[src/rtl/a_mat_pkg.sv]
// Shared definitions for the A-matrix coefficient path: geometry of the
// 8x4 column-major ROM image, the read-sequencer state encoding, and helpers
// that split a word address into its column and row-pair fields.
package a_mat_pkg;

    localparam int A_ADDR_W        = 4;  // 16 words
    localparam int A_WORDS_PER_COL = 4;  // 8 rows, two elements per word
    localparam int A_NUM_COLS      = 4;
    localparam int A_ELEM_W        = 7;  // one matrix element

    localparam int A_PAIR_W = $clog2(A_WORDS_PER_COL);
    localparam int A_COL_W  = $clog2(A_NUM_COLS);

    typedef enum logic [1:0] {
        ST_IDLE   = 2'd0,
        ST_PRIME  = 2'd1,
        ST_STREAM = 2'd2,
        ST_DONE   = 2'd3
    } a_seq_state_e;

    // Column of a word address: the upper address bits.
    function automatic logic [A_COL_W-1:0] a_col_of(input logic [A_ADDR_W-1:0] addr);
        return addr[A_ADDR_W-1:A_PAIR_W];
    endfunction

    // Row pair within the column: the lower address bits.
    function automatic logic [A_PAIR_W-1:0] a_pair_of(input logic [A_ADDR_W-1:0] addr);
        return addr[A_PAIR_W-1:0];
    endfunction

endpackage

[src/rtl/a_seq_addr_gen.sv]
// Address and pass counter for the A-ROM sequencer. rom_addr is the
// combinational address presented to the ROM this cycle; data_addr is the
// address the ROM latched on the previous edge, i.e. the word now on its output.
module a_seq_addr_gen
    import a_mat_pkg::*;
#(
    parameter int ADDR_W    = A_ADDR_W,
    parameter int PASS_W    = 4,
    parameter int LAST_ADDR = 15
) (
    input  logic              clk,
    input  logic              rst,
    input  logic              load,        // accepted start
    input  logic [PASS_W-1:0] pass_count,
    input  logic              stream,      // word on ROM output is being presented
    input  logic              advance,     // presented word accepted downstream
    output logic [ADDR_W-1:0] rom_addr,
    output logic [ADDR_W-1:0] data_addr,
    output logic [PASS_W-1:0] pass_idx,
    output logic              matrix_end,  // presented word is the last of the matrix
    output logic              final_pass
);

    logic [PASS_W-1:0] passes;

    assign matrix_end = (data_addr == ADDR_W'(LAST_ADDR));
    assign final_pass = (pass_idx == passes - PASS_W'(1));

    // Next ROM address: step on acceptance (wrapping to 0 after the last
    // word), re-read the same word under stall, park at 0 outside streaming.
    always_comb begin
        // NOTE: every output of a combinational block is given a value on every
        // path, starting with a default, so no latch is inferred.
        rom_addr = '0;
        if (stream) begin
            if (advance) rom_addr = matrix_end ? '0 : data_addr + ADDR_W'(1);
            else         rom_addr = data_addr;
        end
    end

    // Track the ROM's captured address and the pass count/index.
    always_ff @(posedge clk) begin
        // NOTE: state registers use non-blocking assignments so every flop in the
        // design samples values from before the edge, independent of block order.
        if (rst) begin
            data_addr <= '0;
            pass_idx  <= '0;
            passes    <= PASS_W'(1);
        end else begin
            data_addr <= rom_addr;
            if (load) begin
                passes   <= (pass_count == '0) ? PASS_W'(1) : pass_count;
                pass_idx <= '0;
            end else if (advance && matrix_end && !final_pass) begin
                pass_idx <= pass_idx + PASS_W'(1);
            end
        end
    end

endmodule

[src/rtl/a_rom_sequencer.sv]
// Read scheduler for the A-matrix coefficient ROM (1-cycle registered read).
// Streams the 16 words of the matrix, optionally several passes back to back,
// over a valid/ready handshake with column/row-pair tags.
// Build option: define A_SEQ_PERF_CNT_EN to build the stall_cycles counter;
// without it stall_cycles is tied to zero.
module a_rom_sequencer
    import a_mat_pkg::*;
#(
    parameter int ADDR_W        = A_ADDR_W,
    parameter int WORDS_PER_COL = A_WORDS_PER_COL,
    parameter int NUM_COLS      = A_NUM_COLS,
    parameter int PASS_W        = 4
) (
    input  logic              clk,
    input  logic              rst,
    input  logic              start,
    input  logic [PASS_W-1:0] pass_count,
    output logic [ADDR_W-1:0] rom_addr,
    output logic              a_valid,
    input  logic              a_ready,
    output logic [1:0]        col_idx,
    output logic [1:0]        pair_idx,
    output logic              col_last,
    output logic [PASS_W-1:0] pass_idx,
    output logic              busy,
    output logic              done,
    output logic [15:0]       stall_cycles
);

    a_seq_state_e      state;
    a_seq_state_e      state_next;
    logic [ADDR_W-1:0] data_addr;
    logic              start_ok;
    logic              handshake;
    logic              matrix_end;
    logic              final_pass;

    assign start_ok  = (state == ST_IDLE) && start;
    assign a_valid   = (state == ST_STREAM);
    assign busy      = (state != ST_IDLE);
    assign done      = (state == ST_DONE);
    assign handshake = a_valid && a_ready;

    assign col_idx  = a_col_of(data_addr);
    assign pair_idx = a_pair_of(data_addr);
    assign col_last = (pair_idx == 2'(WORDS_PER_COL - 1));

    // Sequencer control: PRIME gives the ROM one cycle to produce word 0,
    // STREAM runs until the last word of the last pass is accepted.
    always_comb begin
        state_next = state;
        case (state)
            ST_IDLE:   if (start) state_next = ST_PRIME;
            ST_PRIME:  state_next = ST_STREAM;
            ST_STREAM: if (handshake && matrix_end && final_pass) state_next = ST_DONE;
            ST_DONE:   state_next = ST_IDLE;
            default:   state_next = ST_IDLE;
        endcase
    end

    // State register.
    always_ff @(posedge clk) begin
        if (rst) state <= ST_IDLE;
        else     state <= state_next;
    end

    a_seq_addr_gen #(
        .ADDR_W    (ADDR_W),
        .PASS_W    (PASS_W),
        .LAST_ADDR (WORDS_PER_COL * NUM_COLS - 1)
    ) u_addr_gen (
        .clk        (clk),
        .rst        (rst),
        .load       (start_ok),
        .pass_count (pass_count),
        .stream     (a_valid),
        .advance    (handshake),
        .rom_addr   (rom_addr),
        .data_addr  (data_addr),
        .pass_idx   (pass_idx),
        .matrix_end (matrix_end),
        .final_pass (final_pass)
    );

`ifdef A_SEQ_PERF_CNT_EN
    // Count presented-but-not-accepted cycles per run; saturating, held after done.
    always_ff @(posedge clk) begin
        if (rst || start_ok)
            stall_cycles <= '0;
        else if (a_valid && !a_ready && stall_cycles != 16'hFFFF)
            stall_cycles <= stall_cycles + 16'd1;
    end
`else
    assign stall_cycles = '0;
`endif

endmodule
[config.mk]
export PLATFORM = sky130hd
export DESIGN_NAME = a_rom_sequencer
export DESIGN_NICKNAME = d
export VERILOG_FILES = /design/src/rtl/a_mat_pkg.sv /design/src/rtl/a_seq_addr_gen.sv /design/src/rtl/a_rom_sequencer.sv
export SDC_FILE = /design/constraint.sdc
export NUM_CORES = 1
export LEC_CHECK = 0
export ABC_AREA = 1
export CAP_MARGIN = 10
export CORE_MARGIN = 2
export CORE_UTILIZATION = 45
export CTS_CLUSTER_DIAMETER = 100
export DETAILED_ROUTE_END_ITERATION = 8
export PLACE_DENSITY = 0.89
export SLEW_MARGIN = 20
export SYNTH_ARGS = -nofsm -noshare
export SYNTH_HDL_FRONTEND = slang
export SYNTH_SLANG_ARGS = --single-unit
export TNS_END_PERCENT = 10
[constraint.sdc]
create_clock -name clk -period 2.2 [get_ports clk]
set_input_delay 0.44 -clock clk [delete_from_list [all_inputs] [get_ports clk]]
set_output_delay 0.44 -clock clk [all_outputs]
set_load 0.05 [all_outputs]
==> flow_summary.json, run 1 <==
{
  "status": "complete, no violations",
  "reg2reg_slack_ns": 0.50,
  "final.period_utilization_pct": 96.72,
  "ant_nets": 0,
  "syn_inst": 134,
  "grt_first_pass_wirelength_um": 3532,
  "finClkSkew_ns": 0.001945,
  "yosysTopAreaCell": "dfxtp_1",
  "core-area_mm2": 0.002170,
  "finalNetCount": 180,
  "power.density_mw_per_mm2": 847.6,
  "ys_seq_elements": 14,
  "insertion_delay_ns": 0.27,
  "worstSetupStartpointType": "register",
  "portBuffers": 23,
  "setup_viol": 0,
  "maxSlewHeadroom_pct": 63.87,
  "viasPerCell": 4.725,
  "yosysUniqueCellTypes": 28,
  "timing.final.hold_violations": 0,
  "avgSynthCellArea_um2": 7.591,
  "fin_tns_setup_ns": 0,
  "cap_violations": 0,
  "worst_slew_pin_slew_ns": 0.5402,
  "wl_per_cell_um": 11.83,
  "clkTransAtPathRegs_ns": 0.09,
  "cts_tree": "built",
  "grt_max_degree": 9,
  "grt_antenna_before_repair": 0,
  "layout-drive-gt1-share_pct": 23.64,
  "drt-total-wl_um": 2284,
  "die_w_um": 51.55,
  "post_dp_cell_area_mm2": 0.001287,
  "drt_first_iter_violations": 10,
  "drv_slew": 0,
  "netlist_area_mm2": 0.001017,
  "grt-ovfl-total": 0,
  "rows": 17,
  "vias": 912,
  "critPathMaxFanout": 4,
  "irDropWorstVdd_uv": 578.2,
  "pin_count": 40,
  "clk_path_buf_depth": 2,
  "p_total_uw": 1165,
  "yosys_warnings": 0,
  "fin_area_mm2": 0.001374,
  "dp_hpwl_um": 1754,
  "htreeDepth": 1,
  "drc": 0,
  "cts_root_buf": "clkbuf_4",
  "grt_pass1_vias": 788,
  "yosysSeqAreaShare_pct": 27.55,
  "crit_required_ns": 1.76,
  "cts_made_buffers": 3,
  "cp.arrival_ns": 1.69,
  "synth_top_cell_area_share_pct": 27.55,
  "die_area_mm2": 0.002657,
  "syn2layout_area_growth_pct": 35.06,
  "hp-class": "reg -> reg",
  "cts.sinks": 14,
  "synth_top_cells_by_area": "dfxtp_1, buf_4, ha_1, nand2_1, inv_1",
  "start_util_pct": 46.89,
  "grt_usage_pct": 17.97,
  "period_needed_ns": 2.128,
  "end_kind": "primary output",
  "cts_hold_buf": 0,
  "worstSetupPathType": "reg -> out",
  "p_leak_uw": 0.0006494,
  "dr.pass1.iters": 4,
  "gp_congestion": 0.7995,
  "antenna_cells": 0,
  "max_freq_mhz": 470.0,
  "fp.dieH_um": 51.55
}
cell families after synthesis:
logic type	after synthesis	synth area share, %
AOI/OAI and AO/OA	20	11.19
DFF	14	27.55
adders and majority gates	6	7.380
other	1	0.3686
and+or+nand+nor	53	30.87
xor gates and xnor gates	4	3.445
buffers and inverters	36	19.19
final cells by class:
cell class	count	area (um^2)
Fill cell	191	795.8
Multi-Input combinational cell	99	641.9
Timing Repair Buffer	28	302.8
Sequential cell	14	282.8
Inverter	20	75.07
Clock buffer	4	36.28
Tap cell	28	35.03
cells in the final DEF (no fill, tap or decap), drive strengths merged:
cell type / netlist / layout
xor2: 2 / 2
a211oi: 3 / 3
nand4: 1 / 1
o21ai: 5 / 5
nand3: 10 / 10
xnor2: 2 / 2
inv: 20 / 20
nor4: 2 / 2
and3: 1 / 1
or2: 2 / 2
dlymetal6s2s: 0 / 1
o211ai: 1 / 1
buf: 16 / 12
nor2: 11 / 11
conb: 1 / 16
clkdlybuf4s50: 0 / 15
a21oi: 11 / 11
dfxtp: 14 / 14
nand2: 24 / 24
ha: 6 / 6
nor3: 1 / 1
nand3b: 1 / 1
clkbuf: 0 / 4
report_power, final:
part	internal, uW	switching [uW]	leakage, uW
combinational	219	439	0.000513
sequential	291	30.9	0.000115
clock	100	84.7	0.0000210
total	610	555	0.000649
registers in the layout, summed over array words and instances, names as in the netlist:
name	flops
state	2
u_addr_gen.data_addr	4
u_addr_gen.pass_idx	4
u_addr_gen.passes	4
metal layers:
metal | routed length, um | share of wire (%) | GRT usage, % | vias to the layer above
met2 | 1282 | 56 | 36.11 | 18
li1 | - | - | - | 462
met3 | 88 | 3.9 | 2.586 | 2
met1 | 905 | 40 | 19.60 | 430
met5 | 0 | 0 | 0 | -
met4 | 8 | 0.35 | 3.509 | 0
synthesized netlist by cell type:
| library cell | instances |
|---|---|
| nand2_1 | 19 |
| inv_1 | 18 |
| buf_4 | 16 |
| dfxtp_1 | 14 |
| a21oi_1 | 10 |
| nand3_1 | 8 |
| nor2_1 | 7 |
| ha_1 | 6 |
| o21ai_0 | 5 |
| nand2_2 | 4 |
| a211oi_1 | 3 |
| inv_2 | 2 |
| nor2_4 | 2 |
| nor2_8 | 2 |
| nor4_1 | 2 |
| or2_1 | 2 |
| xnor2_1 | 2 |
| xor2_1 | 2 |
| a21oi_2 | 1 |
| and3_1 | 1 |
| conb_1 | 1 |
| nand2_4 | 1 |
| nand3_2 | 1 |
| nand3_4 | 1 |
| nand3b_1 | 1 |
| nand4_1 | 1 |
| nor3_1 | 1 |
| o211ai_1 | 1 |
metrics by stage:
stage | utilization (%) | worst slack (ns) | instances | hold WS (ns)
finish | 63.32 | 0.07213 | 193 | 0.4894
global route | 63.32 | -0.005636 | 193 | 0.5340
CTS | 61.36 | 0.02374 | 190 | 0.4889
detailed placement | 59.34 | 0.05731 | 186 | 0.4748
global placement | 59.34 | 0.08271 | 186 | 0.4658
floorplan | - | -0.1810 | 149 | 0.4431
repair_timing:
action,in CTS,in global routing
endpoints found under the setup margin,2,2
resized for setup,2,6
buffers inserted,0,3
pin swaps,1,2
path summary, 6_finish.rpt:
| check | from | end | cells after the start |
|---|---|---|---|
| worst max-delay path | state[1]$_SDFFE_PP0P_ | done | 2 |
| worst min-delay path | u_addr_gen.passes[3]$_SDFFE_PP0P_ | u_addr_gen.passes[3]$_SDFFE_PP0P_ | 2 |
| worst max register to register | u_addr_gen.passes[0]$_SDFFE_PP1P_ | state[1]$_SDFFE_PP0P_ | 8 |
| worst min register to register | u_addr_gen.passes[3]$_SDFFE_PP0P_ | u_addr_gen.passes[3]$_SDFFE_PP0P_ | 2 |
worst max-delay path, stage by stage, from the launching register on:
cell	delay, ns
dfxtp_1	0.43
ha_1	0.18
clkdlybuf4s50_1	0.80
Note: power is estimated with default switching activity, not from simulation.
==> inputs of run 2 (changes only) <==
Settings changed: HOLD_SLACK_MARGIN from default to 0.05.
==> results of run 2 <==
The final DEF is identical to that of run 1; final timing and power are the same.
==> inputs of run 3 (changes only) <==
Settings changed: DONT_BUFFER_PORTS from default to 1, PLACE_DENSITY 0.89 to 0.67.
==> flow_summary.json, run 3 (same netlist as run 1, synthesis figures left out) <==
{
  "met3_usage_pct": 4.598,
  "cellInternalPower_uw": 586.0,
  "drc": 0,
  "end_kind": "primary output",
  "grt_usage_pct": 15.71,
  "power_frac_comb_pct": 54.9,
  "fp.dieH_um": 51.55,
  "p_total_uw": 1128,
  "layout-drive-gt1-share_pct": 26.97,
  "viasPerCell": 4.706,
  "critPathMaxFanout": 4,
  "syn2layout_area_growth_pct": 20.17,
  "grtUsageMet2_pct": 24.79,
  "clkTransAtPathRegs_ns": 0.09,
  "start_util_pct": 46.89,
  "drv_slew": 0,
  "p_leak_uw": 0.0005849,
  "cts.sinks": 14,
  "grt-ovfl-total": 0,
  "cp.arrival_ns": 1.69,
  "status": "complete, no violations",
  "gp_congestion": 0.8069,
  "pin_count": 40,
  "p_switching_uw": 542.2,
  "grt_first_pass_wirelength_um": 3160,
  "worstSetupPathType": "reg -> out",
  "wl_per_cell_um": 10.75,
  "busiest_layer": "met2",
  "cts_root_buf": "clkbuf_4",
  "period_needed_ns": 2.127,
  "finalNetCount": 167,
  "die_w_um": 51.55,
  "drt-total-wl_um": 1935,
  "finalWorstSetupSlack_ns": 0.07279,
  "max_freq_mhz": 470.1,
  "clkPwrFrac_pct": 17.1,
  "insertion_delay_ns": 0.29,
  "place_inst": 175,
  "swShare_pct": 48.06,
  "final.period_utilization_pct": 96.69,
  "antenna_cells": 0,
  "cts_made_buffers": 3,
  "portBuffers": 0,
  "cap_violations": 0,
  "htreeDepth": 1,
  "dr.pass1.iters": 6,
  "grt_max_degree": 9,
  "ant_nets": 0,
  "stdcell_count": 180,
  "top_regs": "u_addr_gen.data_addr (4), u_addr_gen.pass_idx (4), u_addr_gen.passes (4)",
  "cts_hold_buf": 0,
  "hp-class": "in -> reg",
  "rows": 17,
  "hold-path-cell-count": 1,
  "crit_required_ns": 1.76,
  "post-place-ws_ns": 0.2490,
  "mostFrequentLayoutCells": "nand2_1, inv_1, conb_1",
  "clk_path_buf_depth": 2,
  "power.share.sequential_pct": 28.1,
  "grt_pass1_vias": 796,
  "finClkSkew_ns": 0.004426,
  "drt_first_iter_violations": 16,
  "setup_viol": 0,
  "rsz0062_at_grt": "no",
  "die_area_mm2": 0.002657,
  "dp_hpwl_um": 1545,
  "grtUsageMet1_pct": 19.78,
  "irDropWorstVdd_uv": 721.3,
  "timing.final.hold_violations": 0,
  "vias": 847,
  "core-area_mm2": 0.002170,
  "worstSetupStartpointType": "register",
  "power.density_mw_per_mm2": 922.9,
  "final_common_cell": "nand2_1",
  "grt_antenna_before_repair": 0,
  "r2r_cells": 8,
  "cts_tree": "built"
}
[run 3: final cells by class]
class | count | area, um^2
clock buffers | 4 | 36.28
fillers | 206 | 947.2
inverters | 20 | 78.83
multi-input cells | 99 | 641.9
flip-flops and latches | 14 | 280.3
well taps | 28 | 35.03
repair buffers | 15 | 150.1
[run 3: final timing paths]
check                                                  startpoint                                 end  slack, ns
worst max-delay path                        state[1]$_SDFFE_PP0P_                         rom_addr[0]       0.07
worst max register to register              state[0]$_SDFFE_PP0P_               state[1]$_SDFFE_PP0P_       0.64
worst min-delay path                                          rst  u_addr_gen.data_addr[3]$_SDFF_PP0_       0.21
worst min register to register  u_addr_gen.passes[3]$_SDFFE_PP0P_   u_addr_gen.passes[3]$_SDFFE_PP0P_       0.48
[run 3: routing by layer]
layer	part of all wire [%]	wire [um]
met1	43	841
met2	48	938
met3	6.9	134
met5	0	0
met4	1.1	21
[run 3: timing repair]
item | CTS | global route
gates resized for setup | 4 | 2
pin swaps | 2 | 0
buffers inserted | 1 | 0
endpoints found under the setup margin | 1 | 2
hold endpoints to repair | 0 | 0
[run 3: power groups by stage]
stage                     Sequential [uW]  Combinational, uW  Clock, uW
after floorplan                       322                518          0
after global placement                317                588          0
after detailed placement              319                603          0
after CTS                             313                614        196
after global routing                  320                678        206
final                                 317                619        193
[run 3: stage by stage]
step	hold WS [ns]	instance area, um^2	util [%]	TNS, ns
2_1_floorplan	0.4431	1095	-	-0.3997
3_3_place_gp	0.4623	1152	53.11	0
3_5_place_dp	0.4712	1152	53.11	0
4_1_cts	0.2022	1212	55.88	0
5_1_grt	0.1949	1222	56.34	0
6_report	0.2088	1222	56.34	0
[run 3: critical path, cell delays in order (launching register included)]
cell and delay (ns):
dfxtp_1 0.43, ha_4 0.19, nand2_4 0.07, buf_4 0.14, or2_1 0.23, a21oi_2 0.18, buf_12 0.15
==> edit (flow settings as in run 3) <==
Re-encode `a_seq_state_e` (4 states) as one-hot, 4 bits wide.
--- a/src/rtl/a_mat_pkg.sv
+++ b/src/rtl/a_mat_pkg.sv
@@ -11,11 +11,11 @@
     localparam int A_PAIR_W = $clog2(A_WORDS_PER_COL);
     localparam int A_COL_W  = $clog2(A_NUM_COLS);
 
-    typedef enum logic [1:0] {
-        ST_IDLE   = 2'd0,
-        ST_PRIME  = 2'd1,
-        ST_STREAM = 2'd2,
-        ST_DONE   = 2'd3
+    typedef enum logic [3:0] {
+        ST_IDLE   = 4'b0001,
+        ST_PRIME  = 4'b0010,
+        ST_STREAM = 4'b0100,
+        ST_DONE   = 4'b1000
     } a_seq_state_e;
 
     // Column of a word address: the upper address bits.
Check against the original RTL: same outputs for any inputs over 10 cycles, from zero or initial values and one cycle with rst high; not proved beyond that.
==> edit against run 3 <==
- area after synthesis shrank 1.5%
- critical path depth is 2 higher
- final area decreased by 3.0%
- routed wire length is 4.3% higher
- first-iteration DRC count fell by 69%
- sequential cell count grew 2
- register-to-register slack worse by 50 ps
- setup slack improved by 96 ps
- largest cell class unchanged
- global-route usage rose by 0.48 points
- via count grew 0.24%
- sequential share of layout area increased by 4.1 points
- highest routed layer unchanged
Power is not compared: it rests on default switching activity, and its combinational part moved more than twofold at a synthesized area within 25%.
==> edit: results (changes against run 3) <==
| Metric | Value |
|---|---|
| Worst-case clock buffer depth | 2 (unchanged) |
| GRT met1 Usage | 19.96% (+0.18 points) |
| Non-clk bufs | 16 (+1) |
| Vias post-DR | 849 (+0.24%) |
| CP Max Fanout | 7 (+3) |
| Post-synthesis mux area share | 0.9988% (+1.0 points) |
| GPL Wtd Cong | 0.7693 (-4.7%) |
| Met3 Wirelength | 105 um (-22%) |
| Worst r2r src | u_addr_gen.passes[0]$_SDFFE_PP1P_ |
| Data arrival, critical path | 1590 ps (-100 ps) |
| Sequential cell count | 16 (+2) |
| Setup crit start | state[0]$_SDFFE_PP1P_ |
| Met2 WL | 1034 um (+10%) |
| Inverter count | 18 (-10%) |
| Layout fillers | 231 (+12%) |
| CP delay by family, top | simple AND/OR/NAND/NOR gates |
| Antenna cell count | 0 (unchanged) |
| Post-DP HPWL | 1623 um (+5.1%) |
| XOR/XNOR share of the synthesized area | 3.496% (+0.052 points) |
| Cell variety after synth | 27 (-3.6%) |
| Fraction of standard cell area that is sequential | 27.00% (+4.1 points) |
| Min Hold Slack | 205.9 ps (-2.906 ps) |
| Status | finished clean |
| Vias in the first global route | 772 (-3.0%) |
| Layout cells sized above 1 | 24.84% (-2.1 points) |
| Post-DR vias/cell | 4.691 (-0.32%) |
| GR Util All Layers | 16.19% (+0.48 points) |
| First-pass GRT wire length | 3167 um (+0.22%) |
| Commonest cells post-synth | nand2_1, inv_1, buf_4, dfxtp_1 |
| Routed metal-1 wirelength | 838 um (-0.36%) |
| Largest net degree at the start of global routing | 10 (+1) |
| Synth top area cells | dfxtp_1, buf_4, nand2_1, inv_1, nand3_1 |
| Number of DRC markers in iteration 0 | 5 (-11) |
| Post-synthesis compound-gate area fraction | 9.738% (-1.5 points) |
| Peak supply drop | around 0.00037 V |
| Multi-input logic portion of the cell area | 49.79% (-2.7 points) |
| M2 GR Usage | 25.97% (+1.2 points) |
| Clk cell area share | 3.059% (+0.091 points) |
| Nets | 165 (-1.2%) |
| Critical Path End | rom_addr[3] |
| Adder-Cell Fraction of Synth Area | 3.745% (-3.6 points) |
| Sequential share of the synthesized area | 31.96% (+4.4 points) |
| Top_reg_cell synth | dfxtp_1 |
| Met3 GRT Util | 4.094% (-0.50 points) |
| Hold path start | rst |
| Skew final | 4.870 ps (+0.4441 ps) |
| Reg2Reg Depth | 11 (+3) |
[edit: cell types whose count changed after synthesis, moves of 2 or more]
cell | run 3 | this run
a211oi_1 | 3 | 1
a21oi_1 | 10 | 7
and2_1 | 0 | 2
dfxtp_1 | 14 | 16
ha_1 | 6 | 3
nand2_2 | 4 | 1
nand3_1 | 8 | 12
nor2_1 | 7 | 12
nor2_2 | 0 | 3
nor2_4 | 2 | 0
or2_1 | 2 | 0
xnor2_1 | 2 | 0
xor2_1 | 2 | 4
[edit: metrics by stage]
| step | worst slack, ps | power (mW) | instance area [um2] |
|---|---|---|---|
| finish | 168.5 | 0.6566 | 1186 |
| global route | 12.24 | 0.6960 | 1186 |
| CTS | 5.767 | 0.6633 | 1151 |
| detailed placement | 335.5 | 0.4701 | 1115 |
| global placement | 355.3 | 0.4656 | 1115 |
| floorplan | -97.18 | 0.4760 | 1082 |
[edit: timing repair]
action / 4_1_cts / 5_1_grt
resized for setup: 0 / 5
hold buffers: 0 / 0
buffers inserted: 0 / 2
setup endpoints to repair: 0 / 2
